$ cat src/rtl/rfs_dim_capture_pkg.sv
// Shared constants and types for the frame-dimension capture controller.
package rfs_dim_capture_pkg;

  localparam logic [1:0] ADDR_SNAP   = 2'd0;
  localparam logic [1:0] ADDR_STATUS = 2'd1;
  localparam logic [1:0] ADDR_CTRL   = 2'd2;
  localparam logic [1:0] ADDR_CNT    = 2'd3;

  localparam int unsigned ST_VALID   = 0;
  localparam int unsigned ST_CHANGED = 1;
  localparam int unsigned ST_BUSY    = 2;

  localparam int unsigned CT_ENABLE  = 0;
  localparam int unsigned CT_FREEZE  = 1;
  localparam int unsigned CT_IRQ_EN  = 2;

  typedef enum logic [1:0] {IDLE, TRACK, COMMIT, HOLD} state_t;

endpackage

$ cat src/rtl/rfs_dim_capture_if.sv
// Avalon-MM register bus between the Nios master and the capture controller.
interface rfs_dim_capture_if;
  logic [1:0]  address;
  logic        read;
  logic        write;
  logic [31:0] writedata;
  logic [31:0] readdata;

  modport master (output address, read, write, writedata, input readdata);
  modport slave  (input address, read, write, writedata, output readdata);
endinterface

$ cat src/rtl/rfs_stable_filter.sv
// Holds the last sampled {height,width} and counts consecutive identical samples,
// saturating at STABLE_CYCLES-1; stable flags a match at the saturated count.
module rfs_stable_filter #(
  parameter int unsigned DW            = 12,
  parameter int unsigned STABLE_CYCLES = 16,
  parameter int unsigned CNT_W         = 16
) (
  input  logic              clk,
  input  logic              reset,
  input  logic              clr,
  input  logic              load,
  input  logic [2*DW-1:0]   cur,
  output logic [2*DW-1:0]   prev,
  output logic [CNT_W-1:0]  cnt,
  output logic              diff,
  output logic              stable
);

  localparam logic [CNT_W-1:0] LAST = CNT_W'(STABLE_CYCLES - 1);

  assign diff   = (cur != prev);
  assign stable = !diff && (cnt == LAST);

  always_ff @(posedge clk or posedge reset) begin
    if (reset) begin
      prev <= '0;
      cnt  <= '0;
    end else if (clr) begin
      cnt  <= '0;
    end else if (load || diff) begin
      prev <= cur;
      cnt  <= '0;
    end else if (cnt != LAST) begin
      cnt  <= cnt + CNT_W'(1);
    end
  end

endmodule

$ cat src/rtl/rfs_dim_capture_ctrl.sv
// Stable-filtered width/height snapshot with Avalon-MM status/control registers.
// Optional irq output and CTRL irq_en bit are built when RFS_DIM_CAPTURE_IRQ_EN is defined.
module rfs_dim_capture_ctrl
  import rfs_dim_capture_pkg::*;
#(
  parameter int unsigned DW            = 12,
  parameter int unsigned STABLE_CYCLES = 16,
  parameter int unsigned CNT_W         = 16
) (
  input  logic                clk,
  input  logic                reset,
  rfs_dim_capture_if.slave    bus,
  input  logic [DW-1:0]       in_width,
  input  logic [DW-1:0]       in_height
`ifdef RFS_DIM_CAPTURE_IRQ_EN
  ,
  output logic                irq
`endif
);

  state_t            state, state_n;
  logic              enable, freeze, valid, changed, irq_en;
  logic [DW-1:0]     snap_w, snap_h;
  logic [2*DW-1:0]   prev;
  logic [CNT_W-1:0]  cnt;
  logic              diff, stable, commit, changed_set, w1c, ctrl_wr;
  logic [31:0]       rd_mux;
  logic              unused_bus;

  rfs_stable_filter #(
    .DW            (DW),
    .STABLE_CYCLES (STABLE_CYCLES),
    .CNT_W         (CNT_W)
  ) u_filter (
    .clk    (clk),
    .reset  (reset),
    .clr    (!enable),
    .load   (state == IDLE),
    .cur    ({in_height, in_width}),
    .prev   (prev),
    .cnt    (cnt),
    .diff   (diff),
    .stable (stable)
  );

  always_ff @(posedge clk or posedge reset) begin
    if (reset) state <= IDLE;
    else       state <= state_n;
  end

  // A change during COMMIT restarts tracking so the new value is not stranded in HOLD.
  always_comb begin
    state_n = state;
    if (!enable) begin
      state_n = IDLE;
    end else begin
      unique case (state)
        IDLE:    state_n = TRACK;
        TRACK:   if (stable) state_n = COMMIT;
        COMMIT:  state_n = diff ? TRACK : HOLD;
        HOLD:    if (diff) state_n = TRACK;
        default: state_n = IDLE;
      endcase
    end
  end

  assign commit      = (state == COMMIT) && enable && !freeze;
  assign changed_set = commit && (!valid || (prev != {snap_h, snap_w}));
  assign w1c         = bus.write && (bus.address == ADDR_STATUS) && bus.writedata[ST_CHANGED];
  assign ctrl_wr     = bus.write && (bus.address == ADDR_CTRL);

  // Width and height land on the same edge so a SNAP read is never torn.
  always_ff @(posedge clk or posedge reset) begin
    if (reset) begin
      snap_w  <= '0;
      snap_h  <= '0;
      valid   <= 1'b0;
      changed <= 1'b0;
    end else begin
      if (commit) begin
        snap_w <= prev[DW-1:0];
        snap_h <= prev[2*DW-1:DW];
        valid  <= 1'b1;
      end
      if (changed_set)  changed <= 1'b1;
      else if (w1c)     changed <= 1'b0;
    end
  end

  always_ff @(posedge clk or posedge reset) begin
    if (reset) begin
      enable <= 1'b0;
      freeze <= 1'b0;
    end else if (ctrl_wr) begin
      enable <= bus.writedata[CT_ENABLE];
      freeze <= bus.writedata[CT_FREEZE];
    end
  end

`ifdef RFS_DIM_CAPTURE_IRQ_EN
  always_ff @(posedge clk or posedge reset) begin
    if (reset) begin
      irq_en <= 1'b0;
      irq    <= 1'b0;
    end else begin
      if (ctrl_wr) irq_en <= bus.writedata[CT_IRQ_EN];
      irq <= changed & irq_en;
    end
  end
  assign unused_bus = ^{bus.read, bus.writedata[31:3]};
`else
  assign irq_en     = 1'b0;
  assign unused_bus = ^{bus.read, bus.writedata[31:2]};
`endif

  always_comb begin
    rd_mux = '0;
    unique case (bus.address)
      ADDR_SNAP: begin
        rd_mux[DW-1:0]  = snap_w;
        rd_mux[16 +: DW] = snap_h;
      end
      ADDR_STATUS: begin
        rd_mux[ST_VALID]   = valid;
        rd_mux[ST_CHANGED] = changed;
        rd_mux[ST_BUSY]    = (state == TRACK);
      end
      ADDR_CTRL: begin
        rd_mux[CT_ENABLE] = enable;
        rd_mux[CT_FREEZE] = freeze;
        rd_mux[CT_IRQ_EN] = irq_en;
      end
      default: rd_mux[CNT_W-1:0] = cnt;
    endcase
  end

  always_ff @(posedge clk or posedge reset) begin
    if (reset) bus.readdata <= '0;
    else       bus.readdata <= rd_mux;
  end

endmodule
$ cat src/flat_wrapper.sv
// flat-port wrapper written by rule: the top's interface ports become plain ports
module rfs_dim_capture_ctrl_flat import rfs_dim_capture_pkg::*;
#(
  parameter int unsigned DW            = 12,
  parameter int unsigned STABLE_CYCLES = 16,
  parameter int unsigned CNT_W         = 16
)
  (clk, reset, in_width, in_height, bus_address, bus_read, bus_write, bus_writedata, bus_readdata);
  rfs_dim_capture_if bus_i ();
  input  logic clk;
  input  logic reset;
  input  logic [DW-1:0] in_width;
  input  logic [DW-1:0] in_height;
  input wire logic [$bits(bus_i.address)-1:0] bus_address;
  input wire logic [$bits(bus_i.read)-1:0] bus_read;
  input wire logic [$bits(bus_i.write)-1:0] bus_write;
  input wire logic [$bits(bus_i.writedata)-1:0] bus_writedata;
  output wire logic [$bits(bus_i.readdata)-1:0] bus_readdata;
  assign bus_i.address = bus_address;
  assign bus_i.read = bus_read;
  assign bus_i.write = bus_write;
  assign bus_i.writedata = bus_writedata;
  assign bus_readdata = bus_i.readdata;
  rfs_dim_capture_ctrl #(.DW(DW), .STABLE_CYCLES(STABLE_CYCLES), .CNT_W(CNT_W)) u_core (.clk(clk), .reset(reset), .bus(bus_i), .in_width(in_width), .in_height(in_height));
endmodule
$ cat config.mk
export PLATFORM = sky130hd
export DESIGN_NAME = rfs_dim_capture_ctrl_flat
export DESIGN_NICKNAME = d
export VERILOG_FILES = /design/src/rtl/rfs_dim_capture_pkg.sv /design/src/rtl/rfs_dim_capture_if.sv /design/src/rtl/rfs_stable_filter.sv /design/src/rtl/rfs_dim_capture_ctrl.sv /design/src/flat_wrapper.sv
export SDC_FILE = /design/constraint.sdc
export NUM_CORES = 1
export LEC_CHECK = 0
export CAP_MARGIN = 15
export CORE_MARGIN = 2
export CORE_UTILIZATION = 37
export CTS_CLUSTER_DIAMETER = 30
export CTS_CLUSTER_SIZE = 16
export DETAILED_ROUTE_END_ITERATION = 16
export HOLD_SLACK_MARGIN = 0.03
export SLEW_MARGIN = 20
export SYNTH_ARGS = -nofsm -noshare
export SYNTH_HDL_FRONTEND = slang
export SYNTH_SLANG_ARGS = --single-unit
$ cat constraint.sdc
create_clock -name clk -period 4.7 [get_ports clk]
set_input_delay 0.47 -clock clk [delete_from_list [all_inputs] [get_ports clk]]
set_output_delay 0.47 -clock clk [all_outputs]
set_load 0.01 [all_outputs]
== After elaboration in Yosys (flattened, before gate mapping) ==
Cells that the tools add are included.

* Add/subtract/negate cells: 1
* Multiply operators: 0
* Divide/modulo/power cells: 0
* $lt $le $gt $ge: 0
* Eq/ne operators: 12
* Shift-type cells: 0
* Muxes and demuxes: 14
* Bitwise operators: 0
* Reduce and logical (&&, ||, !) cells: 19

{| class="wikitable"
|+ Operators by type and width
! kind !! count
|-
| $mux W16 || 3
|-
| $ne A24 B24 Y1 || 2
|-
| $pmux W9 S2 || 1
|-
| $add A16 B1 Y16 const B || 1
|-
| $eq A16 B4 Y1 const B || 1
|-
| $ne A16 B4 Y1 const B || 1
|-
| $mux W12 || 1
|-
| $ne A3 B3 Y1 const B || 3
|-
| $pmux W3 S3 || 1
|-
| $mux W2 || 4
|-
| $pmux W2 S4 || 1
|-
| $logic_and A1 B1 Y1 || 7
|-
| $eq A2 B2 Y1 const B || 3
|-
| $eq A2 B1 Y1 const B || 2
|-
| $logic_not A2 Y1 || 2
|-
| $mux W4 || 1
|-
| $reduce_and A2 Y1 || 2
|-
| $logic_not A1 Y1 || 3
|-
| $reduce_or A3 Y1 || 1
|-
| $logic_or A1 B1 Y1 || 2
|-
| $mux W1 || 2
|-
| $reduce_bool A2 Y1 || 1
|-
| $reduce_or A2 Y1 || 1
|}

* Register bits after elaboration: 98
* Bits in latches: 0
* Bits in writable memories: 0
* Memory bits (read-only): 0
* Logic and storage cells: 56
* Memories kept: 0

== Depth between registers and ports, before layout ==
* Depth after elaboration: 6
* Depth in mapped cells: 8
* Depth with buffers taken out: 7

== Hierarchy ==
From an unflattened synthesis, not the netlist that was laid out.

* Cell total of the unflattened synthesis: 353
* Area total of the unflattened synthesis: 4589.4 µm²

{| class="wikitable"
|+ Modules (own cells, without submodules)
! module !! instances !! cells each !! area an instance (µm²) !! seq. area each (µm²)
|-
| rfs_dim_capture_ctrl || 1 || 185 || 2534.9 || 1451.4
|-
| rfs_stable_filter || 1 || 168 || 2054.5 || 1001.0
|}

== Worst setup path after synthesis ==
OpenSTA, ideal clock, no wires.

* Path kind: input-to-reg
* From: input port in_width[5]
* To: register u_core.u_filter.prev[0]
* Data arrival time: 1.730 ns
* Required time: 4.575 ns
* Setup slack: 2.845 ns
* Stages: 7
* Buffers on the path: 1
* Path through: xnor2_1 > nand4_1 > nor2_1 > nand3_2 > o21ai_2 > buf_6 > mux2_2

* Word-level cells in the longest chain between the ends: 3

{| class="wikitable"
|+ Ends and longest elaborated chain
! what !! RTL line !! RTL
|-
| start: declaration || flat_wrapper.sv:12 || <nowiki>input logic [DW-1:0] in_width;</nowiki>
|-
| $ne A24 B24 Y1 || rfs_stable_filter.sv:21 || <nowiki>assign diff = (cur != prev);</nowiki>
|-
| $logic_or A1 B1 Y1 || rfs_stable_filter.sv:30 || <nowiki>end else if (load || diff) begin</nowiki>
|-
| $reduce_and A2 Y1 (no source line) || - ||
|-
| end signal: assignment || rfs_stable_filter.sv:31 || <nowiki>prev <= cur;</nowiki>
|-
| end: declaration || rfs_stable_filter.sv:13 || <nowiki>output logic [2*DW-1:0] prev,</nowiki>
|}

No other way between the ends.
A chain may end at the register's enable or synchronous reset.

== Final worst setup path ==
* From: input port in_height[7]
* To: register u_core.u_filter.cnt[3]

* Word-level cells in the longest chain between the ends: 4
* Elaborated cells between the ends (all ways): 5

{| class="wikitable"
|+ Ends and longest elaborated chain
! what !! RTL line !! RTL
|-
| start: declaration || flat_wrapper.sv:13 || <nowiki>input logic [DW-1:0] in_height;</nowiki>
|-
| $ne A24 B24 Y1 * || rfs_stable_filter.sv:21 ||
|-
| $logic_or A1 B1 Y1 * || rfs_stable_filter.sv:30 ||
|-
| $mux W16 || rfs_stable_filter.sv:30 ||
|-
| $mux W16 || rfs_stable_filter.sv:28 || <nowiki>end else if (clr) begin</nowiki>
|-
| end signal: assignment || rfs_stable_filter.sv:34 || <nowiki>cnt <= cnt + CNT_W'(1);</nowiki>
|-
| end: declaration || rfs_stable_filter.sv:14 || <nowiki>output logic [CNT_W-1:0] cnt,</nowiki>
|}

Every way passes the cells marked *; elsewhere a longest branch is shown, timed or not.

==> results.txt <==
The cell sitting at the root of the clock tree is a sky130_fd_sc_hd__clkbuf_16. The cell area after synthesis came out at about 4500 um2. The worst path setup slack after routing came out at 2.23 ns.

The port buffer count is a little under 60. The number of antenna violations at the first check in global routing came out at 0. The count of different cell masters after synthesis is 36. The worst setup path is captured at a flip-flop. The flow ran to the end, and the final reports show no timing, DRC or antenna violations.

Static timing analysis puts the maximum clock frequency at 0.405 GHz. After detailed routing, the met3 layer carries 318 um of wire. The effective utilization at floorplan came out at 0.376.

By area the synthesized netlist is led by sky130_fd_sc_hd__dfrtp_1, sky130_fd_sc_hd__mux2_2, sky130_fd_sc_hd__xnor2_1, sky130_fd_sc_hd__xor2_1, sky130_fd_sc_hd__and2_1. The number of buffers and inverters on the critical path is 1. The final standard cell count with taps included and fillers excluded came out at approximately 570. Wire segments on met2 add up to 4330 um in the final route. The worst setup path category is in2reg. For the finished layout, the period the worst path requires is 2.47 ns. The power density over cell area is 366 nW/um2. The die width is 114 um. The final estimated routing congestion in global placement came out at slightly above 0.8. The count of instances resized after the clock tree is built came out at 0.

Setup repair after global routing left no endpoint under its margin. The share of the cycle needed by the critical path after routing is 0.525. In the final layout, the share of cells above drive strength 1 is 0.189. The worst-path maximum fanout is 16. The synthesized instance count is 357. The worst hold path belongs to the class reg2reg.

The core box area is approximately 12000 um2. The hold-fix buffer count after cts came out at 0. Across all layers, the routed design uses roughly 2800 vias. The final-stage net count came out at approximately 480. STA puts the critical path data arrival time at roughly 2.7 ns.

The length of the first detailed-routing pass in iterations is 4. For this design the top-level I/O count stands at 94. The CTS clock-pin slew for the worst setup and hold paths is 0.06 ns.

Broken down by cell family, the worst path's largest delay share belongs to simple AND/OR/NAND/NOR gates. The floorplan has 40 rows. The total negative slack came out at 0 ns. The portion of the post-synthesis area used by sequential elements came out at 0.545. The global-route wire length before repair came out at 14900 um.

STA puts the critical path data required time at between 4 and 5 ns. The relative area change from synthesis to final layout came out at 21.7%. The half-perimeter wire length after placement is between 6000 and 7000 um. The highest metal layer with signal wires is met4.

Timing analysis after detailed placement gives a worst setup slack of between 1.5 and 2 ns. For this run, design rule violations remaining after detail routing come to 0. The number of H-tree levels came out at 3. Yosys printed 0 warnings. The transition time at the pin with the least slew margin came out at 1.04 ns. The slowest stage of the critical path belongs to the cell sky130_fd_sc_hd__or3b_1. The final number of hold-violating endpoints is 0. The TritonCTS clock tree is done. Setup violations remaining at the end of the flow were counted as 0.

The global-route congestion overflow total is 0. Across the VDD grid, the largest voltage drop is between 0.2 and 0.3 mV. The detailed-route wire length per cell is between 15 and 20 um.

Each instance of the synthesized netlist takes up on average between 10 and 15 um2. The number of placed instances, taps included, is 550. Traced cell by cell, the critical path runs through clkdlybuf4s50_1 > xnor2_1 > nand4_1 > nor2_1 > nand3_2 > or3b_1 > a211oi_1. The buffer depth of the longest clock path is 2.

The max-slew violation count was 0. The max-slew headroom at the worst pin is 0.307. The static power due to leakage is 2.39 nW. The worst setup path is launched from a primary input. Buffers inserted during clock tree synthesis total 9.

The area share of the leading cell type in the synthesized netlist is 0.545. Max-cap violations in this run came to 0. The total die area came out at about 13000 um2. The vertical die dimension is between 100 and 150 um.

The via count of the first global-routing pass is 2808. The number of filler cells placed in the layout came out at roughly 1100. The number of antenna-violating nets in the routed design came out at 0. The wire length on met1 is approximately 4400 um. The number of buffers inserted to repair setup after CTS came out at 0.

Summed over all instances, the cell type with the most area after synthesis is sky130_fd_sc_hd__dfrtp_1. The synthesis-stage register bit count came out at ~100. The delay of the slowest cell on the worst path is between 0.6 and 0.7 ns. The clock tree skew after final layout is 0.0117 ns.

The antenna diode instance count came out at 0. The number of clock sinks seen by CTS came out at between 90 and 100. The first routing iteration left 92 violations. In the routed layout, each cell is associated on average with a via count of between 4 and 5. The maximum number of pins on one net before global-route repair came out at 64. Summed over all layers, the routed wires come to between 9000 and 10000 um. The total track usage came out at 0.150. The later pin in the worst-skew pair is clocked with a latency of about 0.35 ns.
-- tightest hold or removal path, cell delays in order, from the launching register on --
cell,delay [ns]
sky130_fd_sc_hd__dfrtp_1,0.34
sky130_fd_sc_hd__nand2_1,0.05
sky130_fd_sc_hd__o21ai_0,0.06
-- path summary, 6_finish.rpt --
| path | from | endpoint | slack [ns] | depth (start not counted) |
|---|---|---|---|---|
| min in group asynchronous | reset | u_core.bus.readdata[8] | 0.64 | 2 |
| worst max register to register | u_core.u_filter.prev[19] | u_core.u_filter.cnt[3] | 2.36 | 6 |
| worst max-delay path | in_height[7] | u_core.u_filter.cnt[3] | 2.23 | 7 |
| max in group asynchronous | reset | u_core.bus.readdata[4] | 3.08 | 3 |
| worst min register to register | u_core.changed | u_core.changed | 0.48 | 2 |
| worst min-delay path | u_core.changed | u_core.changed | 0.48 | 2 |
-- metal layers --
layer  up-vias  GRT usage
li1       1345          -
met1      1371      0.205
met2        53      0.239
met3        13     0.0265
met4         0     0.0585
met5         -          0
-- power breakdown --
group	internal, mW	switching [mW]	total (mW)
combinational	0.168	0.129	0.298
clock	0.411	0.310	0.722
sequential	0.905	0.0795	0.984
total	1.48	0.519	2.00
-- layout make-up --
class | instances | area (um2) | area share
flip-flops and latches | 98 | 2450 | 0.447
multi-input cells | 240 | 1940 | 0.353
repair buffers | 61 | 603 | 0.110
clock buffers | 11 | 233 | 0.0425
well taps | 147 | 184 | 0.0336
clock inverters | 5 | 55.1 | 0.0100
inverters | 4 | 17.5 | 0.00320
-- synthesized netlist by cell type (all sizes together) --
library cell and n:
nor3 1, or3b 1, ha 6, nand4 10
nand2 11, clkbuf 10, inv 4, nand2b 2
and3 8, mux4 2, nor4 7, nor2 21
nand4b 1, a31oi 1, nand3b 2, dfrtp 98
mux2 51, nand3 13, o2bb2ai 1, buf 8
o21ai 4, and4 3, a211oi 1, xnor2 37
mux2i 2, xor2 23, o21a 1, a21oi 3
a211o 1, a22o 9, conb 1, and2 14
-- cells by family after synthesis --
kind of cell	after synthesis	share of synthesized area
multiplexers	55	0.142
buffers and inverters	22	0.0283
adder cells (fa/ha/maj)	6	0.0167
flip-flops	98	0.545
AND/OR/NAND/NOR	94	0.116
AO/OA/AOI/OAI	21	0.0347
other	1	0.000833
XOR/XNOR	60	0.117
-- sequential cells by signal (all words and copies together) (netlist names), 2 cells and up --
signal                cells
u_core.u_filter.prev     24
u_core.state              2
u_core.u_filter.cnt      16
u_core.snap_w            12
u_core.snap_h            12
u_core.bus.readdata      28
-- per-stage QoR --
step / cell area (um2) / total power, mW / util / hold slack, ns
floorplan: 4510 / 1.21 / - / 0.443
global placement: 5190 / 1.29 / 0.434 / 0.462
detailed placement: 5190 / 1.30 / 0.434 / 0.464
CTS: 5480 / 2.03 / 0.458 / 0.478
global route: 5480 / 2.10 / 0.458 / 0.510
finish: 5480 / 2.00 / 0.458 / 0.478
-- placed cells by master (no fill, tap or decap), types with 2 or more instances in the layout --
cell type / instances
sky130_fd_sc_hd__conb_1: 4
sky130_fd_sc_hd__clkbuf_16: 9
sky130_fd_sc_hd__clkinv_2: 2
sky130_fd_sc_hd__mux4_2: 2
sky130_fd_sc_hd__nand3b_1: 2
sky130_fd_sc_hd__and3_1: 8
sky130_fd_sc_hd__and4_1: 3
sky130_fd_sc_hd__nor2_2: 6
sky130_fd_sc_hd__mux2i_1: 2
sky130_fd_sc_hd__nor4_1: 7
sky130_fd_sc_hd__a21oi_1: 3
sky130_fd_sc_hd__inv_1: 3
sky130_fd_sc_hd__nor2_1: 15
sky130_fd_sc_hd__a22o_1: 9
sky130_fd_sc_hd__xor2_1: 23
sky130_fd_sc_hd__o21ai_0: 3
sky130_fd_sc_hd__clkbuf_1: 2
sky130_fd_sc_hd__buf_4: 3
sky130_fd_sc_hd__nand3_1: 12
sky130_fd_sc_hd__nand2b_1: 2
sky130_fd_sc_hd__nand2_1: 11
sky130_fd_sc_hd__clkinvlp_4: 2
sky130_fd_sc_hd__ha_1: 6
sky130_fd_sc_hd__dfrtp_1: 98
sky130_fd_sc_hd__clkdlybuf4s50_1: 58
sky130_fd_sc_hd__nand4_1: 10
sky130_fd_sc_hd__xnor2_1: 37
sky130_fd_sc_hd__mux2_2: 51
sky130_fd_sc_hd__and2_1: 14
Power figures use the tool's default switching activity.
